$ cat src/rtl/lcd_pkg.sv
// Shared definitions for the character-LCD screen sequencer.
//   - lcd_state_e : sequencer states
//   - RS/RW encodings, DDRAM-set opcode and row-base constants
//   - helpers that build the 10-bit {RS,RW,DB[7:0]} instruction word
package lcd_pkg;

  typedef enum logic [2:0] {
    S_WAIT_INIT,
    S_SET_ROW,
    S_FETCH,
    S_WRITE,
    S_BLINK_WAIT,
    S_CUR_SET,
    S_CUR_FETCH,
    S_CUR_WRITE
  } lcd_state_e;

  localparam logic       RS_CMD    = 1'b0;
  localparam logic       RS_DATA   = 1'b1;
  localparam logic       RW_WRITE  = 1'b0;
  localparam logic [7:0] DDRAM_SET = 8'h80;
  localparam logic [7:0] ROW0_BASE = 8'h00;
  localparam logic [7:0] ROW1_BASE = 8'h40;

  // Set-DDRAM-address command for a 7-bit display address.
  function automatic logic [9:0] ddram_instr(input logic [6:0] addr);
    return {RS_CMD, RW_WRITE, DDRAM_SET | {1'b0, addr}};
  endfunction

  // Data-write command for one glyph.
  function automatic logic [9:0] data_instr(input logic [7:0] ch);
    return {RS_DATA, RW_WRITE, ch};
  endfunction

endpackage

$ cat src/rtl/lcd_blink_timer.sv
// Blink half-period timer.
//   clk, reset   : clock, async active-low reset
//   clr_i        : zero the counter and force the phase to OFF
//   run_i        : counter advances this cycle
//   wrap_en_i    : a terminal count may wrap (otherwise it holds there)
//   tick_o       : terminal count reached and wrapping this cycle
//   phase_o      : 1 = cursor-on phase, 0 = cursor-off phase
module lcd_blink_timer #(
  parameter int BLINK_CYCLES = 50000000
) (
  input  logic clk,
  input  logic reset,
  input  logic clr_i,
  input  logic run_i,
  input  logic wrap_en_i,
  output logic tick_o,
  output logic phase_o
);

  localparam int            CW   = $clog2(BLINK_CYCLES);
  localparam logic [CW-1:0] LAST = CW'(BLINK_CYCLES - 1);

  logic [CW-1:0] cnt_q;
  logic          phase_q;

  assign tick_o  = run_i && wrap_en_i && (cnt_q == LAST);
  assign phase_o = phase_q;

  // The counter saturates at LAST when wrapping is blocked (e.g. a redraw
  // is pending), so it never runs past one half-period.
  always_ff @(posedge clk or negedge reset) begin
    if (!reset) begin
      cnt_q   <= '0;
      phase_q <= 1'b0;
    end else if (clr_i) begin
      cnt_q   <= '0;
      phase_q <= 1'b0;
    end else if (run_i) begin
      if (cnt_q == LAST) begin
        if (wrap_en_i) begin
          cnt_q   <= '0;
          phase_q <= ~phase_q;
        end
      end else begin
        cnt_q <= cnt_q + CW'(1);
      end
    end
  end

endmodule

$ cat src/rtl/lcd_screen_fsm.sv
// Character-LCD screen sequencer.
// Waits for LCD init, draws ROWS x COLS characters from the character memory,
// then blinks a cursor and redraws the whole screen on refresh requests.
//   clk, reset        : clock, async active-low reset
//   init_done         : LCD power-on init complete
//   instr_fsm_done    : one-cycle completion pulse from the instruction FSM
//   char_data         : character memory data (1 cycle after char_addr)
//   refresh_req       : one-cycle redraw request
//   blink_en          : 1 = blink cursor, 0 = show memory char at cursor
//   cursor_row/col    : cursor position, sampled at each blink tick
//   instr_fsm_enable  : instruction request (held until done)
//   instruction       : {RS,RW,DB[7:0]}
//   char_addr         : character memory address
//   busy              : drawing (not idle in WAIT_INIT / BLINK_WAIT)
module lcd_screen_fsm
  import lcd_pkg::*;
#(
  parameter int         COLS         = 16,
  parameter int         ROWS         = 2,
  parameter int         ADDR_W       = 11,
  parameter int         BLINK_CYCLES = 50000000,
  parameter logic [7:0] CURSOR_CHAR  = 8'hFF,
  parameter logic [7:0] BLANK_CHAR   = 8'h20
) (
  input  logic              clk,
  input  logic              reset,
  input  logic              init_done,
  input  logic              instr_fsm_done,
  input  logic [7:0]        char_data,
  input  logic              refresh_req,
  input  logic              blink_en,
  input  logic [1:0]        cursor_row,
  input  logic [5:0]        cursor_col,
  output logic              instr_fsm_enable,
  output logic [9:0]        instruction,
  output logic [ADDR_W-1:0] char_addr,
  output logic              busy
);

  localparam logic [5:0]  COL_LAST = 6'(COLS - 1);
  localparam logic [1:0]  ROW_LAST = 2'(ROWS - 1);
  localparam logic [6:0]  COLS7    = 7'(COLS);
  localparam logic [31:0] COLS_U   = 32'(COLS);

  lcd_state_e        state_q, state_d;
  logic [1:0]        row_q, row_d, cur_row_q, cur_row_d;
  logic [5:0]        col_q, col_d, cur_col_q, cur_col_d;
  logic              en_q, en_d, busy_q, busy_d, pend_q, pend_d;
  logic              use_mem_q, use_mem_d;
  logic [9:0]        instr_q, instr_d;
  logic [ADDR_W-1:0] addr_q, addr_d;
  logic              tmr_clr, tmr_run, tmr_wrap_en, tick, phase;

  function automatic logic [6:0] row_base(input logic [1:0] r);
    case (r)
      2'd0:    return ROW0_BASE[6:0];
      2'd1:    return ROW1_BASE[6:0];
      2'd2:    return COLS7;
      default: return ROW1_BASE[6:0] + COLS7;
    endcase
  endfunction

  function automatic logic [ADDR_W-1:0] addr_of(input logic [1:0] r, input logic [5:0] c);
    logic [31:0] lin;
    lin = {30'd0, r} * COLS_U + {26'd0, c};
    return lin[ADDR_W-1:0];
  endfunction

  // The timer keeps running through the cursor update so the blink period
  // is independent of instruction-FSM latency; a pending redraw blocks the wrap.
  assign tmr_run     = (state_q == S_BLINK_WAIT) || (state_q == S_CUR_SET) ||
                       (state_q == S_CUR_FETCH)  || (state_q == S_CUR_WRITE);
  assign tmr_wrap_en = (state_q == S_BLINK_WAIT) && !pend_q;

  lcd_blink_timer #(.BLINK_CYCLES(BLINK_CYCLES)) u_blink (
    .clk       (clk),
    .reset     (reset),
    .clr_i     (tmr_clr),
    .run_i     (tmr_run),
    .wrap_en_i (tmr_wrap_en),
    .tick_o    (tick),
    .phase_o   (phase)
  );

  // Issue states share one pattern: raise enable with the instruction in the
  // first cycle (enable always enters low), then leave on the done pulse.
  // Done while enable is low falls into the raise branch and is ignored.
  always_comb begin
    state_d   = state_q;
    row_d     = row_q;
    col_d     = col_q;
    cur_row_d = cur_row_q;
    cur_col_d = cur_col_q;
    en_d      = en_q;
    instr_d   = instr_q;
    addr_d    = addr_q;
    use_mem_d = use_mem_q;
    tmr_clr   = 1'b0;
    case (state_q)
      S_WAIT_INIT: if (init_done) begin
        state_d = S_SET_ROW;
        row_d   = 2'd0;
        col_d   = 6'd0;
      end
      S_SET_ROW: begin
        if (!en_q) begin
          en_d    = 1'b1;
          instr_d = ddram_instr(row_base(row_q));
        end else if (instr_fsm_done) begin
          en_d    = 1'b0;
          state_d = S_FETCH;
          addr_d  = addr_of(row_q, col_q);
        end
      end
      S_FETCH: state_d = S_WRITE;
      S_WRITE: begin
        if (!en_q) begin
          en_d    = 1'b1;
          instr_d = data_instr(char_data);
        end else if (instr_fsm_done) begin
          en_d = 1'b0;
          if (col_q < COL_LAST) begin
            col_d   = col_q + 6'd1;
            addr_d  = addr_of(row_q, col_q + 6'd1);
            state_d = S_FETCH;
          end else begin
            col_d = 6'd0;
            if (row_q < ROW_LAST) begin
              row_d   = row_q + 2'd1;
              state_d = S_SET_ROW;
            end else begin
              row_d   = 2'd0;
              tmr_clr = 1'b1;
              state_d = S_BLINK_WAIT;
            end
          end
        end
      end
      S_BLINK_WAIT: begin
        if (pend_q) begin
          state_d = S_SET_ROW;
          row_d   = 2'd0;
          col_d   = 6'd0;
        end else if (tick) begin
          cur_row_d = (cursor_row > ROW_LAST) ? ROW_LAST : cursor_row;
          cur_col_d = (cursor_col > COL_LAST) ? COL_LAST : cursor_col;
          state_d   = S_CUR_SET;
        end
      end
      S_CUR_SET: begin
        if (!en_q) begin
          en_d    = 1'b1;
          instr_d = ddram_instr(row_base(cur_row_q) + {1'b0, cur_col_q});
        end else if (instr_fsm_done) begin
          en_d      = 1'b0;
          use_mem_d = !blink_en;
          if (blink_en) begin
            state_d = S_CUR_WRITE;
          end else begin
            addr_d  = addr_of(cur_row_q, cur_col_q);
            state_d = S_CUR_FETCH;
          end
        end
      end
      S_CUR_FETCH: state_d = S_CUR_WRITE;
      S_CUR_WRITE: begin
        if (!en_q) begin
          en_d    = 1'b1;
          instr_d = data_instr(use_mem_q ? char_data : (phase ? CURSOR_CHAR : BLANK_CHAR));
        end else if (instr_fsm_done) begin
          en_d    = 1'b0;
          state_d = S_BLINK_WAIT;
        end
      end
      default: state_d = S_WAIT_INIT;
    endcase

    // Pending redraw is consumed when a full redraw starts (row 0 SET_ROW);
    // a new request in that same cycle wins and schedules another redraw.
    pend_d = pend_q;
    if (state_d == S_SET_ROW && state_q != S_SET_ROW && row_d == 2'd0) pend_d = 1'b0;
    if (refresh_req) pend_d = 1'b1;

    busy_d = !(state_d == S_WAIT_INIT || state_d == S_BLINK_WAIT);
  end

  always_ff @(posedge clk or negedge reset) begin
    if (!reset) begin
      state_q   <= S_WAIT_INIT;
      row_q     <= '0;
      col_q     <= '0;
      cur_row_q <= '0;
      cur_col_q <= '0;
      en_q      <= 1'b0;
      instr_q   <= '0;
      addr_q    <= '0;
      busy_q    <= 1'b0;
      pend_q    <= 1'b0;
      use_mem_q <= 1'b0;
    end else begin
      state_q   <= state_d;
      row_q     <= row_d;
      col_q     <= col_d;
      cur_row_q <= cur_row_d;
      cur_col_q <= cur_col_d;
      en_q      <= en_d;
      instr_q   <= instr_d;
      addr_q    <= addr_d;
      busy_q    <= busy_d;
      pend_q    <= pend_d;
      use_mem_q <= use_mem_d;
    end
  end

  assign instr_fsm_enable = en_q;
  assign instruction      = instr_q;
  assign char_addr        = addr_q;
  assign busy             = busy_q;

endmodule

$ cat config.mk
export PLATFORM = sky130hd
export DESIGN_NAME = lcd_screen_fsm
export DESIGN_NICKNAME = d
export VERILOG_FILES = /design/src/rtl/lcd_pkg.sv /design/src/rtl/lcd_blink_timer.sv /design/src/rtl/lcd_screen_fsm.sv
export SDC_FILE = /design/constraint.sdc
export NUM_CORES = 1
export LEC_CHECK = 0
export BUFFER_PORTS_ARGS = -buffer_cell sky130_fd_sc_hd__buf_2
export CORE_AREA = 3 3 85 87
export DETAILED_ROUTE_END_ITERATION = 8
export DIE_AREA = 0 0 88 90
export HOLD_SLACK_MARGIN = 0.02
export MAX_ROUTING_LAYER = met4
export PLACE_DENSITY = 0.78
export SETUP_SLACK_MARGIN = 0.5
export SKIP_LAST_GASP = 1
export SLEW_MARGIN = 20
export SYNTH_ARGS = -nofsm -noshare
export SYNTH_HDL_FRONTEND = slang
export SYNTH_SLANG_ARGS = --single-unit
$ cat constraint.sdc
create_clock -name clk -period 2.4 [get_ports clk]
set_input_delay 0.48 -clock clk [delete_from_list [all_inputs] [get_ports clk]]
set_output_delay 0.48 -clock clk [all_outputs]
set_load 0.05 [all_outputs]
Word level (Yosys, flattened, before mapping) --
Index checks and enable logic that the tools add are counted.
Storage, ports and cells: bits in read-only memories 0, register bits 71, latch bits 0, logic and storage cells 155, output and inout port bits 23, memory bits (writable) 0, input bits 22, memories kept 0
Cells by class: equal/unequal tests 30, div/mod/pow operators 0, shifts and indexed selects 0, bitwise operators 2, add/subtract/negate cells 7, muxes and demuxes 67, reduce and logical (&&, ||, !) cells 32, order comparisons 4, multipliers 0
Operator list (count):
- 2-to-1 mux 26 bit | 4
- 2-to-1 mux 11 bit | 8
- case mux 7 bit (3 select lines) | 2
- 2-to-1 mux 10 bit | 4
- case mux 10 bit (4 select lines) | 1
- 2-to-1 mux 3 bit | 13
- 2-to-1 mux 6 bit | 6
- case mux 11 bit (3 select lines) | 1
- != test 2 bit, second input constant | 14
- adder 26 x 1 -> 26 bit, second input constant | 1
- == test 26 bit, second input constant | 1
- case mux 3 bit (8 select lines) | 1
- adder 6 x 6 -> 7 bit | 3
- case mux 6 bit (3 select lines) | 1
- 2-to-1 mux 8 bit | 2
- == test 3 bit, second input constant | 5
- 2-to-1 mux 1 bit | 14
- 2-to-1 mux 2 bit | 7
- 2-to-1 mux 7 bit | 2
- AND reduction 5 bit | 2
- AND reduction 3 bit | 3
- AND reduction 9 bit | 1
- nonzero test 2 bit | 4
- adder 7 x 6 -> 7 bit | 1
- 23 further kinds | 41

Longest topological paths before layout --
Gate-level depths: netlist of the first run.
depth in word-level cells 14, mapped depth 11, mapped depth without buffers 9

By module --
From an unflattened synthesis of the first run, not the netlist that was laid out.
Unflattened totals: cell total of the unflattened synthesis 419, area total of the unflattened synthesis 3921.3 µm²
By module, submodules not included:
- lcd_screen_fsm | seq. area each 975.9 µm², area each 2264.7 µm², cells each 239, instances 1
- lcd_blink_timer | seq. area each 675.6 µm², area each 1656.6 µm², cells each 180, instances 1

Least setup slack after synthesis of the first run --
No wires, ideal clock.
path kind flip-flop to flip-flop, start register col_q[0], end register u_blink.cnt_q[18], setup slack 0.197 ns, path buffers 3, stages on the path, launching flop included 11, arrival time 2.082 ns, data required time 2.279 ns, library setup time 0.121 ns, period minus slack after synthesis 2.203 ns, cells stage by stage dfrtp_1 > ha_1 > a311o_1 > buf_4 > nand4_1 > or2_1 > buf_4 > buf_2 > a211oi_1 > xnor2_1 > nor2_1
On the way: word-level cells in the longest chain between the ends 7, elaborated cells on any way between the ends 9, those cells by class order compare (1); eq/ne (1); mux (5); reduce/logical (2)
Ends and longest elaborated chain:
- start, declared | RTL line lcd_screen_fsm.sv:47 | logic [5:0] col_q, col_d, cur_col_q, cur_col_d;
- start signal, assigned | RTL line lcd_screen_fsm.sv:203 | col_q <= col_d;
- < comparator 6 x 4 -> 1 bit (*) | RTL line lcd_screen_fsm.sv:122 | if (col_q < COL_LAST) begin
- 2-to-1 mux 1 bit (*) | RTL line lcd_screen_fsm.sv:122
- 2-to-1 mux 1 bit (*) | RTL line lcd_screen_fsm.sv:120 | end else if (instr_fsm_done) begin
- 2-to-1 mux 1 bit (*) | RTL line lcd_screen_fsm.sv:117 | if (!en_q) begin
- 2-to-1 mux 1 bit (*) | RTL line lcd_screen_fsm.sv:99 | case (state_q)
- != test 3 x 2 -> 1 bit (no source line) or nonzero test 2 bit (tied branches)
- AND reduction 2 bit (no source line)
- end signal, assigned | RTL line lcd_blink_timer.sv:45 | cnt_q <= cnt_q + CW'(1);
- end, declared | RTL line lcd_blink_timer.sv:23 | logic [CW-1:0] cnt_q;
Mark *: on every way between the ends. The rest lies on a longest branch, timed or not. A chain may end at the register's enable or synchronous reset.

Final worst setup path of the first run --
start register u_blink.cnt_q[24], end register u_blink.cnt_q[19]
On the way: word-level cells in the longest chain between the ends 4, elaborated cells on any way between the ends 6, those cells by class eq/ne (2); mux (3); reduce/logical (1)
Ends and longest elaborated chain:
- == test 26 bit (*) | RTL line lcd_blink_timer.sv:39 | if (cnt_q == LAST) begin
- 2-to-1 mux 26 bit | RTL line lcd_blink_timer.sv:39
- 2-to-1 mux 26 bit | RTL line lcd_blink_timer.sv:38 | end else if (run_i) begin
- 2-to-1 mux 26 bit | RTL line lcd_blink_timer.sv:35 | end else if (clr_i) begin
Mark *: on every way between the ends. The rest lies on a longest branch, timed or not. The select of a mux whose other input is x is not followed.

==> run summary, run 1 <==
* sky130_fd_sc_hd__dfrtp_1 (44%), sky130_fd_sc_hd__nand2_1 (6.1%), sky130_fd_sc_hd__xnor2_1 (4.6%), sky130_fd_sc_hd__nor2_1 (4.3%), sky130_fd_sc_hd__ha_1 (3.6%) — Area contributors post-synth
* 0 — Syn. warnings
* 3794 sq um — Post-Syn Area
* 417 — Post-Synthesis Cells
* 2 — number of buffers between clock root and the deepest sink
* 0.8309 — Final GP Congestion
* 2650 ps — required time worst endpoint
* 3 — worst path buffer plus inverter count
* u_blink.cnt_q[19] — CP Capture Point
* 43.54% — part of the Yosys area used for sequential elements
* 340 ps — clock insertion delay at the later pin of the skew report
* 3125 — vias in the first global route
* 15.37 mm — first-pass GRT wire length
* 66 — number of clock sinks
* 43.54% — share of Yosys cell area claimed by the top area cell type
* 0 — Post-synth EDFFs
* register — crit path launch type
* 88 um — die width
* 445.0 MHz — achievable clock frequency
* u_blink.cnt_q[19] — Crit Reg-Reg Endpoint
* 0 — global-route congestion overflow total
* 150 ps — reg2reg setup slack
* sky130_fd_sc_hd__dfrtp_1 — most repeated cell in the gate-level netlist after synthesis
* sky130_fd_sc_hd__dfrtp_1 — Critical Path Slowest Stage Cell
* 9 — Num CTS Buffers
* nor4b_2 > nand4b_1 > o41ai_4 > buf_6 > buf_6 > buf_16 > a211oi_2 > xnor2_1 > nor2_1 — ordered cell list for the critical path
* 26.93% — share of cells above drive strength 1
* 90 um — vertical die dimension
* 17.25 um — WL per Instance
* 0 — count of final max-slew check failures
* 410 ps — Largest stage delay, worst path
* simple AND/OR/NAND/NOR gates — kind of cell with the highest combined delay on the critical path
* 0 — DRC violations left
* 2500 ps — Arrival @ worst endpoint
* 0 — # hold bufs at CTS
* 9.593 mm — total wire length after detailed routing
* 5 — drt first pass iters
* in2async — path type of the worst min-delay path
* 582.3 uV — Worst IR Drop VDD
* sky130_fd_sc_hd__dfrtp_1 (66), sky130_fd_sc_hd__nand2_1 (62), sky130_fd_sc_hd__nor2_1 (43) — Synth top cells by count
* 9 — Crit. path cell count
* 2.037 nW — leakage power of the design
* register — type of destination of the critical path
* sky130_fd_sc_hd__buf_6 — most frequent cell on the critical path
* 56.55% — worst slew margin relative to its limit
* 25 — largest net degree at the start of global routing
* true — unrepaired setup endpoints after global routing
* 0 — max-cap check violation count
* 0 — setup-violating endpoint count in the final report
* 1072 nW/um^2 — power density relative to cell area
* 60 — number of distinct standard cells referenced by the synthesized netlist
* 59.07% — Initial Utilization
* 6.242 mm — sum of net half-perimeters after detailed placement
* 6422 sq um — core area
* 93.63% — final clock period utilization by the worst path
* 556 — number of standard cells in the final layout excluding fillers
* reg2reg — class of the most critical setup path
* 509 — net count reported at finish
* 7920 sq um — die outline area
* u_blink.cnt_q[24] — start point of the critical path
* 2247 ps — shortest clock period the worst path allows after layout
* 39 — Port Buffers
* 524 — Placed Cells
* 66 — synthesized flop and latch total
* 22.63% — Area Overhead vs Synth
* 9.097 sq um — mean area per synthesized cell
* sky130_fd_sc_hd__dfrtp_1 — Synth Flop Type
* 10.59 ps — setup skew after layout
* 3319 — DR vias
* 650.2 ps — Worst Tran Pin Value
* 29 — cell row count
* 3 — deepest level of the CTS H-tree
* 45 — I/O pins
* 5.969 — vias per cell
* 9 — worst reg2reg path depth
* completed — status
* 0 — antenna violations before repair
* sky130_fd_sc_hd__dfrtp_1 — biggest area consumer among synthesized cells
* 0 — antenna cell count
* 285 — First DRT Iteration DRCs
* 6 — peak fanout along the critical path
* 0 ps — setup TNS
* sky130_fd_sc_hd__clkbuf_8 — buffer type at the clock tree root
* 0 — count of final hold-check violations
* 24.99% — GRT Util Overall
* 436 — Filler Cells Inserted
* done — TritonCTS clock tree
* u_blink.cnt_q[24] — worst r2r src
* 80 ps — clock slew at reported path FFs
* 100.0% — Async S/R FF share, synth
* 0 — Final ANT Viol Nets
registers in the layout, summed over array words and instances, names as in the netlist:
register	cells
busy	1
char_addr	7
col_q	6
cur_col_q	6
cur_row_q	2
instr_fsm_enable	1
instruction	9
pend_q	1
row_q	2
state_q	3
u_blink.cnt_q	26
u_blink.phase_o	1
use_mem_q	1
worst min path at each step:
stage	slack, ps	cells after the start	end
2_1_floorplan	180	0	busy
3_3_place_gp	450	1	instruction[5]
3_5_place_dp	460	1	instruction[2]
4_1_cts	90	1	instruction[2]
5_1_grt	120	1	instruction[2]
6_report	80	1	instruction[2]
through the flow:
step	cell area, sq um	util (%)	setup WS (ps)	hold WS [ps]	power (mW)
2_1_floorplan	3934	-	269.7	184.4	3.118
3_3_place_gp	4153	64.66	182.3	454.1	3.501
4_1_cts	4533	70.58	185.2	93.92	4.822
5_1_grt	4652	72.43	24.42	121.7	5.273
6_report	4652	72.43	153.0	77.57	4.986
3_5_place_dp	4153	64.66	62.85	460.5	3.543
cells in the final DEF (no fill, tap or decap), types with 3 or more instances in the layout:
master,count
sky130_fd_sc_hd__a221oi_1,3
sky130_fd_sc_hd__o21ai_1,10
sky130_fd_sc_hd__a32o_1,4
sky130_fd_sc_hd__nand2b_1,6
sky130_fd_sc_hd__xnor2_1,19
sky130_fd_sc_hd__dfrtp_1,66
sky130_fd_sc_hd__nand3_1,13
sky130_fd_sc_hd__and3_1,7
sky130_fd_sc_hd__nor2_1,41
sky130_fd_sc_hd__a211oi_2,9
sky130_fd_sc_hd__inv_1,12
sky130_fd_sc_hd__buf_2,39
sky130_fd_sc_hd__a21o_1,3
sky130_fd_sc_hd__nand2_1,62
sky130_fd_sc_hd__and2_1,7
sky130_fd_sc_hd__conb_1,5
sky130_fd_sc_hd__o21ai_0,22
sky130_fd_sc_hd__buf_4,22
sky130_fd_sc_hd__nor3_1,10
sky130_fd_sc_hd__a2111oi_2,5
sky130_fd_sc_hd__a21oi_1,13
sky130_fd_sc_hd__xor2_1,3
sky130_fd_sc_hd__ha_1,8
sky130_fd_sc_hd__clkbuf_8,10
sky130_fd_sc_hd__buf_6,6
sky130_fd_sc_hd__nand4_1,6
layout make-up:
class / count / area (sq um) / area share, %
Inverter: 13 / 48.80 / 1.049
Clock buffer: 10 / 137.6 / 2.959
Clock inverter: 6 / 88.84 / 1.910
Tap cell: 77 / 96.34 / 2.071
Sequential cell: 66 / 1652 / 35.50
Timing Repair Buffer: 70 / 503.0 / 10.81
Multi-Input combinational cell: 314 / 2126 / 45.70
power breakdown:
group          switching, mW  leakage [nW]  internal [mW]  total (mW)
registers              0.220         0.819           1.35        1.57
logic                   1.48          1.11          0.862        2.34
clock network          0.457         0.109          0.615        1.07
total                   2.15          2.04           2.83        4.99
metal layers:
metal  routed length [um]  track usage (%)  share of wire (%)
met4                  240            9.079                2.5
met1                 4215            35.87                 44
met3                  595            3.565                6.2
met2                 4542            35.93                 47
met5                    0                -                  0
repair_timing:
action,in CTS,in global routing
gates cloned,2,0
endpoints found under the setup margin,45,46
resized for setup,11,19
pin swaps,15,16
setup buffers,7,7
kinds of logic after synthesis:
logic type               count (synthesis)  share of synthesized area [%]
adder cells (fa/ha/maj)                 13                          4.683
buffers and inverters                   41                          5.442
AO/OA/AOI/OAI                           94                          17.65
XOR/XNOR                                23                          5.310
AND/OR/NAND/NOR                        176                          22.46
flip-flops                              66                          43.54
multiplexers                             3                         0.8245
other                                    1                        0.09885
(Power assumes the default switching activity.)
==> inputs of run 2 (changes only) <==
--- a/config.mk
+++ b/config.mk
@@ -6,12 +6,12 @@
 export NUM_CORES = 1
 export LEC_CHECK = 0
 export BUFFER_PORTS_ARGS = -buffer_cell sky130_fd_sc_hd__buf_2
-export CORE_AREA = 3 3 85 87
+export CORE_AREA = 3 3 109 111
 export DETAILED_ROUTE_END_ITERATION = 8
-export DIE_AREA = 0 0 88 90
+export DIE_AREA = 0 0 112 114
 export HOLD_SLACK_MARGIN = 0.02
 export MAX_ROUTING_LAYER = met4
-export PLACE_DENSITY = 0.78
+export RECOVER_POWER = 25
 export SETUP_SLACK_MARGIN = 0.5
 export SKIP_LAST_GASP = 1
 export SLEW_MARGIN = 20
==> run 2 against run 1 <==
Compared with the run above: sequential power is essentially flat; total power fell by 2.9%; clock skew is 1.3 ps lower; first-iteration DRC count fell by 25%; global-route usage is 9.2 points lower; sequential share of layout area shrank 1.9 points; die area grew 61%; maximum frequency rose by 1.4%; critical path type unchanged.
==> run summary, run 2 (synthesized netlist as in run 1, its figures left out) <==
* 39 — Port Buffers, unchanged
* 4 — drt first pass iters, -1
* 1369 ps — Worst Tran Pin Value, +718.7 ps
* 8.741% — worst slew margin relative to its limit, -48 points
* 45 — I/O pins, unchanged
* 350 ps — clock insertion delay at the later pin of the skew report, about the same
* 0 — count of final max-slew check failures, unchanged
* 5.117 — vias per cell, -14%
* 4259 sq um — post-place instance area, +2.6%
* 112 um — die width, +27%
* sky130_fd_sc_hd__dfrtp_1 (65), sky130_fd_sc_hd__nand2_1 (56), sky130_fd_sc_hd__nor2_1 (42) — leading cell types in the layout, fill and taps excluded
* 15.28 um — WL per Instance, -11%
* 0 — count of final hold-check violations, unchanged
* sky130_fd_sc_hd__dfrtp_1 — most common cell after layout, fill and taps aside
* true — unrepaired setup endpoints after global routing
* 4912 sq um — finished layout cell area, +5.6%
* sky130_fd_sc_hd__clkbuf_8 — buffer type at the clock tree root
* 361.9 ps — worst hold margin, +284.3 ps
* register — crit path launch type
* sky130_fd_sc_hd__o41ai_4 — Critical Path Slowest Stage Cell
* 0 — setup-violating endpoint count in the final report, unchanged
* 5 — peak fanout along the critical path, -1
* in2reg — path type of the worst min-delay path
* 43 — largest net degree at the start of global routing, +72%
* 0 — antenna cell count, unchanged
* 3194 — vias in the first global route, +2.2%
* 0 — max-cap check violation count, unchanged
* u_blink.cnt_q — Largest Register
* 92.34% — final clock period utilization by the worst path, -1.3 points
* reg2reg — class of the most critical setup path
* 451.2 MHz — achievable clock frequency, +1.4%
* nor4b_2 > nand4b_1 > o41ai_4 > buf_4 > buf_8 > a211oi_4 > a21o_1 > a21oi_1 — ordered cell list for the critical path
* completed — status
* 114 um — vertical die dimension, +27%
* 1049 — Filler Cells Inserted, +140%
* 0 — Final ANT Viol Nets, unchanged
* 0 — antenna violations before repair, unchanged
* 0.8470 — Final GP Congestion, +1.9%
* 38 — cell row count, +31%
* 15.88 mm — first-pass GRT wire length, +3.3%
* 601.5 uV — Worst IR Drop VDD, +3.3%
* 2490 ps — Arrival @ worst endpoint, about the same
* 183.8 ps — Setup WS post-layout, +30.81 ps
* 10890 sq um — core area, +70%
* 12770 sq um — die outline area, +61%
* 0 ps — setup TNS, unchanged
* 3234 — DR vias, -2.6%
* 2216 ps — shortest clock period the worst path allows after layout, -30.81 ps
* 985.6 nW/um^2 — power density relative to cell area, -8.0%
* 12.82 ps — pre-CTS setup slack, -50.03 ps
* 490 ps — Largest stage delay, worst path, +80 ps
* 2 — number of buffers between clock root and the deepest sink, unchanged
* 0 — DRC violations left, unchanged
* register — type of destination of the critical path
* 9 — Num CTS Buffers, unchanged
* 2 — worst path buffer plus inverter count, -1
* 2.123 nW — leakage power of the design, +4.2%
* 70 ps — clock slew at reported path FFs, about the same
* 523 — net count reported at finish, +2.8%
* 6.631 mm — sum of net half-perimeters after detailed placement, +6.2%
* 34.84% — Initial Utilization, -24 points
* compound AO/OA/AOI/OAI gates — kind of cell with the highest combined delay on the critical path
* 31.30% — share of cells above drive strength 1, +4.4 points
* 9.657 mm — total wire length after detailed routing, +0.67%
* 15.76% — GRT Util Overall, -9.2 points
* 29.49% — Area Overhead vs Synth
* 2670 ps — required time worst endpoint, +20 ps
* done — TritonCTS clock tree
* 214 — First DRT Iteration DRCs, -25%
* 3 — deepest level of the CTS H-tree, unchanged
* 26 — number of flip-flops in the largest register, unchanged
* 66 — number of clock sinks, unchanged
* 9.299 ps — setup skew after layout, -1.295 ps
* 0 — global-route congestion overflow total, unchanged
[run 2: layout make-up]
cell class	count	area [sq um]	area share, %
Clock buffer	12	145.1	2.955
Clock inverter	3	40.04	0.8151
Inverter	13	48.80	0.9934
Multi-Input combinational cell	314	2200	44.78
Sequential cell	66	1653	33.65
Tap cell	140	175.2	3.566
Timing Repair Buffer	84	650.6	13.25
[run 2: report_power, final]
group	total, mW	internal, mW	switching [mW]	leakage, nW
registers	1.56	1.35	0.207	0.818
clock network	0.916	0.500	0.416	0.0962
logic	2.36	0.881	1.48	1.21
[run 2: final timing paths]
path | startpoint | end | slack [ps] | cells after the start
max | u_blink.cnt_q[9] | u_blink.cnt_q[24] | 180 | 8
min | blink_en | use_mem_q | 360 | 2
max reg2reg | u_blink.cnt_q[9] | u_blink.cnt_q[24] | 180 | 8
min reg2reg | instruction[3] | instruction[3] | 480 | 2
max in group asynchronous | reset | u_blink.cnt_q[23] | 590 | 2
min in group asynchronous | reset | col_q[5] | 420 | 1
[run 2: worst reg2reg max path, stage by stage, from the launching register on]
cell and delay, ps:
sky130_fd_sc_hd__dfrtp_1 390, sky130_fd_sc_hd__nor4b_2 300, sky130_fd_sc_hd__nand4b_1 270, sky130_fd_sc_hd__o41ai_4 490, sky130_fd_sc_hd__buf_4 190, sky130_fd_sc_hd__buf_8 120
sky130_fd_sc_hd__a211oi_4 90, sky130_fd_sc_hd__a21o_1 190, sky130_fd_sc_hd__a21oi_1 120
[run 2: routing by layer]
metal  routed length, um  vias up  global-route usage (%)
met3                 498       15                   3.767
met1                4173     1540                   19.70
li1                    -     1597                       -
met4                 141        0                   4.888
met5                   0        -                       -
met2                4843       82                   25.50
[run 2: through the flow]
step	total power [mW]	utilization, %	std cells
after detailed placement	3.598	39.12	589
final	4.842	45.12	632
after global placement	3.561	39.12	589
after CTS	4.741	42.86	620
after floorplan	3.118	-	421
after global routing	5.190	45.12	632
[run 2: what timing repair did]
action                                  4_1_cts  5_1_grt
endpoints found under the setup margin       44       44
cloned                                        0        3
setup buffers                                16        9
endpoints found under the hold margin         0        0
pin swaps                                    12       19
resized for setup                            17       35
hold buffers                                  0        0
